## src/rtl/mem_bus_arbiter_if.sv

```systemverilog
// Valid/ready memory bus bundle shared by both masters and the slave side of the arbiter.
// Latency: none; this is only a signal bundle.
// Backpressure: the requester holds valid and the request fields until the responder pulses ready.
interface mem_bus_arbiter_if;
    logic        valid;
    logic        ready;
    logic [31:0] addr;
    logic [31:0] wdata;
    logic [3:0]  wstrb;
    logic [31:0] rdata;

    // Requester side: drives the request, receives the completion
    modport master (
        output valid, addr, wdata, wstrb,
        input  ready, rdata
    );

    // Responder side: receives the request, drives the completion
    modport slave (
        input  valid, addr, wdata, wstrb,
        output ready, rdata
    );
endinterface

```

## src/rtl/mem_bus_arbiter.sv

```systemverilog
// Two-master (M0 CPU, M1 loader/debug) to one-slave arbiter; one registered transaction at a time. Optional abort: ARB_TIMEOUT_EN.
// Latency: s_valid rises on the edge after a request is seen in IDLE; m*_ready pulses one cycle after s_ready is sampled.
// Backpressure: BUSY holds s_* stable until s_ready (or timeout abort); the losing master keeps valid high and is served next.
module mem_bus_arbiter #(
    parameter bit FIXED_PRIORITY = 1'b0,
    parameter int TIMEOUT_CYCLES = 64
) (
    input  logic              clk,
    input  logic              reset_n,
    mem_bus_arbiter_if.slave  m0,
    mem_bus_arbiter_if.slave  m1,
    mem_bus_arbiter_if.master s,
    output logic              grant_id,
    output logic              timeout_flag
);
    localparam logic [31:0] ABORT_RDATA = 32'hDEAD_BEEF;

    typedef enum logic [1:0] {
        ST_IDLE = 2'd0,
        ST_BUSY = 2'd1,
        ST_RESP = 2'd2
    } state_t;

    typedef struct packed {
        logic [31:0] addr;
        logic [31:0] wdata;
        logic [3:0]  wstrb;
    } req_t;

    state_t      state_q, state_d;
    req_t        req_q, req_d;
    req_t        m0_req, m1_req;
    logic        s_vld_q, s_vld_d;
    logic        grant_q, grant_d;
    logic        last_q, last_d;
    logic [1:0]  m_rdy_q, m_rdy_d;
    logic [31:0] m0_rdat_q, m0_rdat_d;
    logic [31:0] m1_rdat_q, m1_rdat_d;
    logic        tflag_q, tflag_d;
    logic        win;
    logic        timeout_hit;

    if (TIMEOUT_CYCLES < 2) begin : g_bad_timeout
        $error("mem_bus_arbiter: TIMEOUT_CYCLES must be at least 2");
    end

    assign m0_req = {m0.addr, m0.wdata, m0.wstrb};
    assign m1_req = {m1.addr, m1.wdata, m1.wstrb};

`ifdef ARB_TIMEOUT_EN
    localparam logic [15:0] CNT_LAST = 16'(TIMEOUT_CYCLES - 1);

    logic [15:0] cnt_q, cnt_d;

    // Abort fires in the TIMEOUT_CYCLES-th BUSY cycle; s_ready in that cycle still wins
    assign timeout_hit = (cnt_q == CNT_LAST);

    // Busy-cycle counter: held at zero outside a transaction so it starts clean on every grant
    always_comb begin
        cnt_d = cnt_q;
        if (state_q == ST_IDLE) begin
            cnt_d = '0;
        end else if (state_q == ST_BUSY) begin
            cnt_d = cnt_q + 16'd1;
        end
    end

    // Counter register
    always_ff @(posedge clk or negedge reset_n) begin
        if (!reset_n) begin
            cnt_q <= '0;
        end else begin
            cnt_q <= cnt_d;
        end
    end
`else
    assign timeout_hit = 1'b0;
`endif

    // Winner selection: single requester wins outright; a tie goes to M0 or to the master not served last
    always_comb begin
        win = 1'b0;
        if (m0.valid && m1.valid) begin
            win = FIXED_PRIORITY ? 1'b0 : ~last_q;
        end else begin
            win = m1.valid;
        end
    end

    // Next-state and next-output computation for the IDLE/BUSY/RESP transaction sequencer
    always_comb begin
        state_d   = state_q;
        req_d     = req_q;
        s_vld_d   = s_vld_q;
        grant_d   = grant_q;
        last_d    = last_q;
        m_rdy_d   = 2'b00;
        m0_rdat_d = m0_rdat_q;
        m1_rdat_d = m1_rdat_q;
        tflag_d   = tflag_q;
        case (state_q)
            ST_IDLE: begin
                if (m0.valid || m1.valid) begin
                    state_d = ST_BUSY;
                    s_vld_d = 1'b1;
                    grant_d = win;
                    last_d  = win;
                    req_d   = win ? m1_req : m0_req;
                end
            end
            ST_BUSY: begin
                if (s.ready || timeout_hit) begin
                    state_d = ST_RESP;
                    s_vld_d = 1'b0;
                    m_rdy_d = grant_q ? 2'b10 : 2'b01;
                    if (!s.ready) begin
                        tflag_d = 1'b1;
                    end
                    if (grant_q) begin
                        m1_rdat_d = s.ready ? s.rdata : ABORT_RDATA;
                    end else begin
                        m0_rdat_d = s.ready ? s.rdata : ABORT_RDATA;
                    end
                end
            end
            ST_RESP: begin
                state_d = ST_IDLE;
            end
            default: begin
                state_d = ST_IDLE;
                s_vld_d = 1'b0;
            end
        endcase
    end

    // Sequencer state and all registered outputs; reset drops the slave request immediately
    always_ff @(posedge clk or negedge reset_n) begin
        if (!reset_n) begin
            state_q   <= ST_IDLE;
            req_q     <= '0;
            s_vld_q   <= 1'b0;
            grant_q   <= 1'b0;
            last_q    <= 1'b1;
            m_rdy_q   <= 2'b00;
            m0_rdat_q <= '0;
            m1_rdat_q <= '0;
            tflag_q   <= 1'b0;
        end else begin
            state_q   <= state_d;
            req_q     <= req_d;
            s_vld_q   <= s_vld_d;
            grant_q   <= grant_d;
            last_q    <= last_d;
            m_rdy_q   <= m_rdy_d;
            m0_rdat_q <= m0_rdat_d;
            m1_rdat_q <= m1_rdat_d;
            tflag_q   <= tflag_d;
        end
    end

    assign s.valid      = s_vld_q;
    assign s.addr       = req_q.addr;
    assign s.wdata      = req_q.wdata;
    assign s.wstrb      = req_q.wstrb;
    assign m0.ready     = m_rdy_q[0];
    assign m1.ready     = m_rdy_q[1];
    assign m0.rdata     = m0_rdat_q;
    assign m1.rdata     = m1_rdat_q;
    assign grant_id     = grant_q;
    assign timeout_flag = tflag_q;
endmodule
```

## src/flat_wrapper.sv

```systemverilog
// flat-port wrapper written by rule: the top's interface ports become plain ports
module mem_bus_arbiter_flat 
#(
    parameter bit FIXED_PRIORITY = 1'b0,
    parameter int TIMEOUT_CYCLES = 64
)
  (clk, reset_n, grant_id, timeout_flag, m0_valid, m0_addr, m0_wdata, m0_wstrb, m0_ready, m0_rdata, m1_valid, m1_addr, m1_wdata, m1_wstrb, m1_ready, m1_rdata, s_valid, s_addr, s_wdata, s_wstrb, s_ready, s_rdata);
  mem_bus_arbiter_if m0_i ();
  mem_bus_arbiter_if m1_i ();
  mem_bus_arbiter_if s_i ();
  input  logic clk;
  input  logic reset_n;
  output logic grant_id;
  output logic timeout_flag;
  input wire logic [$bits(m0_i.valid)-1:0] m0_valid;
  input wire logic [$bits(m0_i.addr)-1:0] m0_addr;
  input wire logic [$bits(m0_i.wdata)-1:0] m0_wdata;
  input wire logic [$bits(m0_i.wstrb)-1:0] m0_wstrb;
  output wire logic [$bits(m0_i.ready)-1:0] m0_ready;
  output wire logic [$bits(m0_i.rdata)-1:0] m0_rdata;
  input wire logic [$bits(m1_i.valid)-1:0] m1_valid;
  input wire logic [$bits(m1_i.addr)-1:0] m1_addr;
  input wire logic [$bits(m1_i.wdata)-1:0] m1_wdata;
  input wire logic [$bits(m1_i.wstrb)-1:0] m1_wstrb;
  output wire logic [$bits(m1_i.ready)-1:0] m1_ready;
  output wire logic [$bits(m1_i.rdata)-1:0] m1_rdata;
  output wire logic [$bits(s_i.valid)-1:0] s_valid;
  output wire logic [$bits(s_i.addr)-1:0] s_addr;
  output wire logic [$bits(s_i.wdata)-1:0] s_wdata;
  output wire logic [$bits(s_i.wstrb)-1:0] s_wstrb;
  input wire logic [$bits(s_i.ready)-1:0] s_ready;
  input wire logic [$bits(s_i.rdata)-1:0] s_rdata;
  assign m0_i.valid = m0_valid;
  assign m0_i.addr = m0_addr;
  assign m0_i.wdata = m0_wdata;
  assign m0_i.wstrb = m0_wstrb;
  assign m0_ready = m0_i.ready;
  assign m0_rdata = m0_i.rdata;
  assign m1_i.valid = m1_valid;
  assign m1_i.addr = m1_addr;
  assign m1_i.wdata = m1_wdata;
  assign m1_i.wstrb = m1_wstrb;
  assign m1_ready = m1_i.ready;
  assign m1_rdata = m1_i.rdata;
  assign s_valid = s_i.valid;
  assign s_addr = s_i.addr;
  assign s_wdata = s_i.wdata;
  assign s_wstrb = s_i.wstrb;
  assign s_i.ready = s_ready;
  assign s_i.rdata = s_rdata;
  mem_bus_arbiter #(.FIXED_PRIORITY(FIXED_PRIORITY), .TIMEOUT_CYCLES(TIMEOUT_CYCLES)) u_core (.clk(clk), .reset_n(reset_n), .m0(m0_i), .m1(m1_i), .s(s_i), .grant_id(grant_id), .timeout_flag(timeout_flag));
endmodule
```

## config.mk

```make
export PLATFORM = sky130hd
export DESIGN_NAME = mem_bus_arbiter_flat
export DESIGN_NICKNAME = d
export VERILOG_FILES = /design/src/rtl/mem_bus_arbiter_if.sv /design/src/rtl/mem_bus_arbiter.sv /design/src/flat_wrapper.sv
export SDC_FILE = /design/constraint.sdc
export NUM_CORES = 1
export LEC_CHECK = 0
export BUFFER_PORTS_ARGS = -buffer_cell sky130_fd_sc_hd__clkbuf_2
export CAP_MARGIN = 20
export CORE_UTILIZATION = 42
export DETAILED_ROUTE_END_ITERATION = 8
export PLACE_DENSITY_LB_ADDON = 0.08
export SYNTH_ARGS = -nofsm -noshare
export SYNTH_HDL_FRONTEND = slang
export SYNTH_SLANG_ARGS = --single-unit
```

## constraint.sdc

```tcl
create_clock -name clk -period 2.27 [get_ports clk]
set_input_delay 0.3405 -clock clk [delete_from_list [all_inputs] [get_ports clk]]
set_output_delay 0.3405 -clock clk [all_outputs]
set_load 0.01 [all_outputs]
```

Word-level counts from Yosys, hierarchy flattened
Index checks and enable logic that the tools add are counted.
Operators by class
  equal/unequal tests: 4
  mux-type cells: 11
  bitwise operators: 3
  reduce and logical (&&, ||, !) cells: 8
Operators by type and width (count)
  68-bit 2-to-1 mux: 1
  2-bit 2-to-1 mux: 5
  3-bit AND reduction: 3
  2-bit case mux with 2 select lines: 1
  2-bit AND reduction: 2
  1-bit 2-to-1 mux: 3
  1-bit NOT: 3
  1-bit case mux with 3 select lines: 1
  2-bit by 1-bit == test with 1-bit output, second input constant: 1
  2-bit == test, second input constant: 1
  2-bit logical NOT: 1
  2-bit by 1-bit inequality test with 1-bit output, second input constant: 1
  2-bit inequality test, second input constant: 1
  1-bit logical AND: 1
  1-bit logical OR: 1
Storage, ports and cells
  bits in registers: 139
  bits of input ports: 173
  output and inout bits: 137
  word-level logic and storage cells: 36

Depth between registers and ports, before layout
  depth in word-level cells: 3
  depth in mapped cells: 6
  gate-level depth less buffers: 3

Worst setup path before layout
OpenSTA, ideal clock, no wires.
  kind: flip-flop to flip-flop
  start point: reg u_core.last_q
  end point: reg u_core.req_q, in the netlist u_core.s.wdata[14]
  setup time: 0.125 ns
  data arrival time: 1.547 ns
  required time: 2.145 ns
  path slack: 0.598 ns
  cell stages (with the launch flop): 7
  buffers on the path: 3
  period minus slack after synthesis: 1.672 ns
  path through: dfstp_2 -> a21bo_1 -> buf_6 -> buf_6 -> buf_8 -> mux2_4 -> mux2_4
Between the ends
  cells in the longest elaborated chain, start to end: 3
Ends and longest elaborated chain
  start, declared: RTL line mem_bus_arbiter.sv:35  | logic last_q, last_d;
  start signal, assigned: RTL line mem_bus_arbiter.sv:153  | last_q <= last_d;
  1-bit NOT: RTL line mem_bus_arbiter.sv:84  | win = FIXED_PRIORITY ? 1'b0 : ~last_q;
  1-bit 2-to-1 mux: RTL line mem_bus_arbiter.sv:83  | if (m0.valid && m1.valid) begin
  68-bit 2-to-1 mux: RTL line mem_bus_arbiter.sv:108  | req_d = win ? m1_req : m0_req;
  end signal, assigned: RTL line mem_bus_arbiter.sv:150  | req_q <= req_d;
  end, declared: RTL line mem_bus_arbiter.sv:31  | req_t req_q, req_d;
No other way between the ends.
A chain may end at the register's enable or synchronous reset.

Worst setup path after layout
  start point: reg u_core.last_q
  end point: reg u_core.req_q, in the netlist u_core.s.addr[1]
Same word-level chain as after synthesis.

==> metrics <==
status finished clean; Worst-Skew Late Latency 410 ps; leakage 4.29 nW; Yosys reg bits 139; Syn. warnings 0; Avg Cell Area, Syn 16.3 µm²; detailed router's first-iteration violation count 159; PortBufs 308; Design Area, Final 0.00850 mm²; Antenna Violating Nets Remaining 0; via count 4,271; Global Route met1 Usage around 22%; Tmin final 1840 ps; main area contributors after synthesis dfrtp_1 56%, mux2_2 30%, mux2_4 9.8%, buf_2 1.5%, buf_8 0.49%; number of remaining DRC errors 0; slowest CP cell dfstp_2; maximum root-to-sink buffer count 2; vias in the first global route 4,308; final cell count without fillers 885; Fin Setup TNS 0 ps; CP Capture Type flop; post-DR wirelength/cell 16.5 µm; final setup skew 4.85 ps; post_cts resized 0; worst vdd ir 0.726 mV; hold path start s_rdata[3]; Slew Viols, Final 0; share of layout cells above drive strength 1 approximately four fifths; Net count, final 865; First-pass DRT Iterations 4; library cells used by synthesis 21; Worst Hold Path EP u_core.m0.rdata[3]; Worst setup SP type flop; asr flop ratio synth 100%; Reg2Reg Launch Point u_core.last_q; Worst R2R End u_core.s.addr[1]; Die Ht 123 µm; final number of setup-violating endpoints 0; largest area contributor in the netlist dfrtp_1; grt total ovfl 0; pin count of the biggest net entering global routing 69; ant diodes 0; Cells after DPL 852; number of CTS-inserted buffers 17; Detailed Place HPWL about 11,000 µm; initial antenna violation count 0; pwr/cell area about 1400 mW/mm²; critical path class flop to flop; top cells by count, synth 162 x mux2_2, 138 x dfrtp_1, 40 x mux2_4; Seq/Total Area, Yosys 56.7%; post-synthesis cell count roughly 380; first-pass GRT wire length roughly 22,000 µm; Worst Setup SP u_core.last_q; Critical Path RT about 2600 ps; Clk pin slew, worst setup/hold paths ~60 ps; Fin. Hold Viols 0; Layout area overhead 38.4%; WHS Path Cells 2; reg2reg path depth 4; Max Cap Viol 0; CTS H-tree depth 4; Core ar. 0.0140 mm²; Max Freq 543 MHz; # rows 43; CTS tree yes; part of the cycle the worst path needs 81.2%; Top Ports 310; area share of the largest cell type after synthesis 56.3%; critical-path cell list a21bo_4, buf_12, mux2_2, mux2_2; CTS root buffer clkbuf_16; placer congestion estimate ~0.77; Top Usage Layer GRT met2; starting density of the core 43.7%; unrepaired setup endpoints after global routing no; Total GRT Usage around a fifth; Mapped Area 0.00614 mm²; Hold WS 176 ps; max incr delay on CP about 540 ps; met2 GRT Util 34.3%; net count after synthesis 550; Worst Path Arrival 2130 ps; r2r setup slk 430 ps; die width ~120 µm; Post-synth EDFFs 0; Placed Area 0.00791 mm²; most used cell, CP mux2_2; # clock sinks 139; drt total wl ~15,000 µm; die area 0.0151 mm²; Synth Flop Type dfrtp_1; most numerous cell in the Yosys netlist mux2_2; met3 Usage GRT under 10%; min-delay worst type input pin to flop; Via density just under 5; Max Fanout on Critical Path about 70
## how the worst max path moves through the flow
stage,cells after the start,end
detailed placement,4,u_core.s.addr[1]
floorplan,6,u_core.s.wdata[14]
global route,4,u_core.s.addr[3]
CTS,4,u_core.s.addr[3]
finish,4,u_core.s.addr[1]
global placement,4,u_core.s.wdata[11]
## cell usage in the layout, fill, tap and decap left out
cell / count
a21o_1: 1
mux2_2: 162
bufinv_16: 1
nor3b_1: 1
nor2_1: 1
and3b_1: 1
clkbuf_8: 6
inv_1: 1
a21boi_0: 1
clkbuf_16: 17
nand2_1: 1
or2_2: 1
dlygate4sd3_1: 1
clkbuf_1: 4
buf_4: 6
clkinvlp_4: 3
dfstp_2: 1
buf_6: 1
conb_1: 1
o21ai_0: 1
nor2b_4: 1
a21bo_4: 1
clkinv_2: 1
nor3_4: 1
dfrtp_1: 138
clkbuf_2: 307
buf_12: 4
mux2_4: 40
## where the power goes
group	total [W]	switching (W)	internal, W
Sequential	0.00443	0.000673	0.00376
Clock	0.00265	0.000965	0.00168
Combinational	0.00478	0.00215	0.00262
## final cells by class
| type | count | area, µm² |
|---|---|---|
| repair buffers | 319 | 1680 |
| clock inverters | 5 | 57.6 |
| inverters | 1 | 3.75 |
| multi-input cells | 214 | 2520 |
| flip-flops and latches | 139 | 3480 |
| fillers | 1157 | 5550 |
| well taps | 180 | 225 |
| clock buffers | 27 | 523 |
## worst max-delay path: cells and delay by family (launching register included)
| kind | cells | cell delay [ps] |
|---|---|---|
| flip-flops | 1 | 540 |
| AO/OA/AOI/OAI | 1 | 130 |
| multiplexers | 2 | 670 |
| buffers and inverters | 1 | 300 |
## flip-flops by register name, summed over array words and instances, names as in the netlist
signal and count:
u_core.s.wdata 32, u_core.m0.rdata 32, u_core.s.valid 1, u_core.m1.rdata 32, u_core.s.addr 32, u_core.s.wstrb 4
u_core.last_q 1, u_core.grant_id 1, u_core.m_rdy_q 2, u_core.state_q 2
## timing repair
item,in CTS,in global routing
buffers inserted,0,0
hold buffers,1,0
hold endpoints to repair,48,0
## per-stage QoR
stage	power (W)	utilization, %	worst slack [ps]
floorplan	0.00729	-	598
global placement	0.00919	56.3	479
detailed placement	0.00933	56.3	443
CTS	0.0120	60.5	429
global route	0.0126	60.5	366
finish	0.0119	60.5	427
## per-layer routing
layer	part of all wire, %	wire length (µm)
met5	0	0
met4	1.5	217
met3	8.8	1290
met2	53	7750
met1	37	5380
## cell families after synthesis
group / count (synthesis) / share of synthesized area (%)
flip-flops: 139 / 56.7
multiplexers: 202 / 39.5
AO/OA/AOI/OAI: 4 / 0.489
other: 1 / 0.0611
AND/OR/NAND/NOR: 7 / 0.754
buffers and inverters: 24 / 2.51
(Power assumes the default switching activity.)
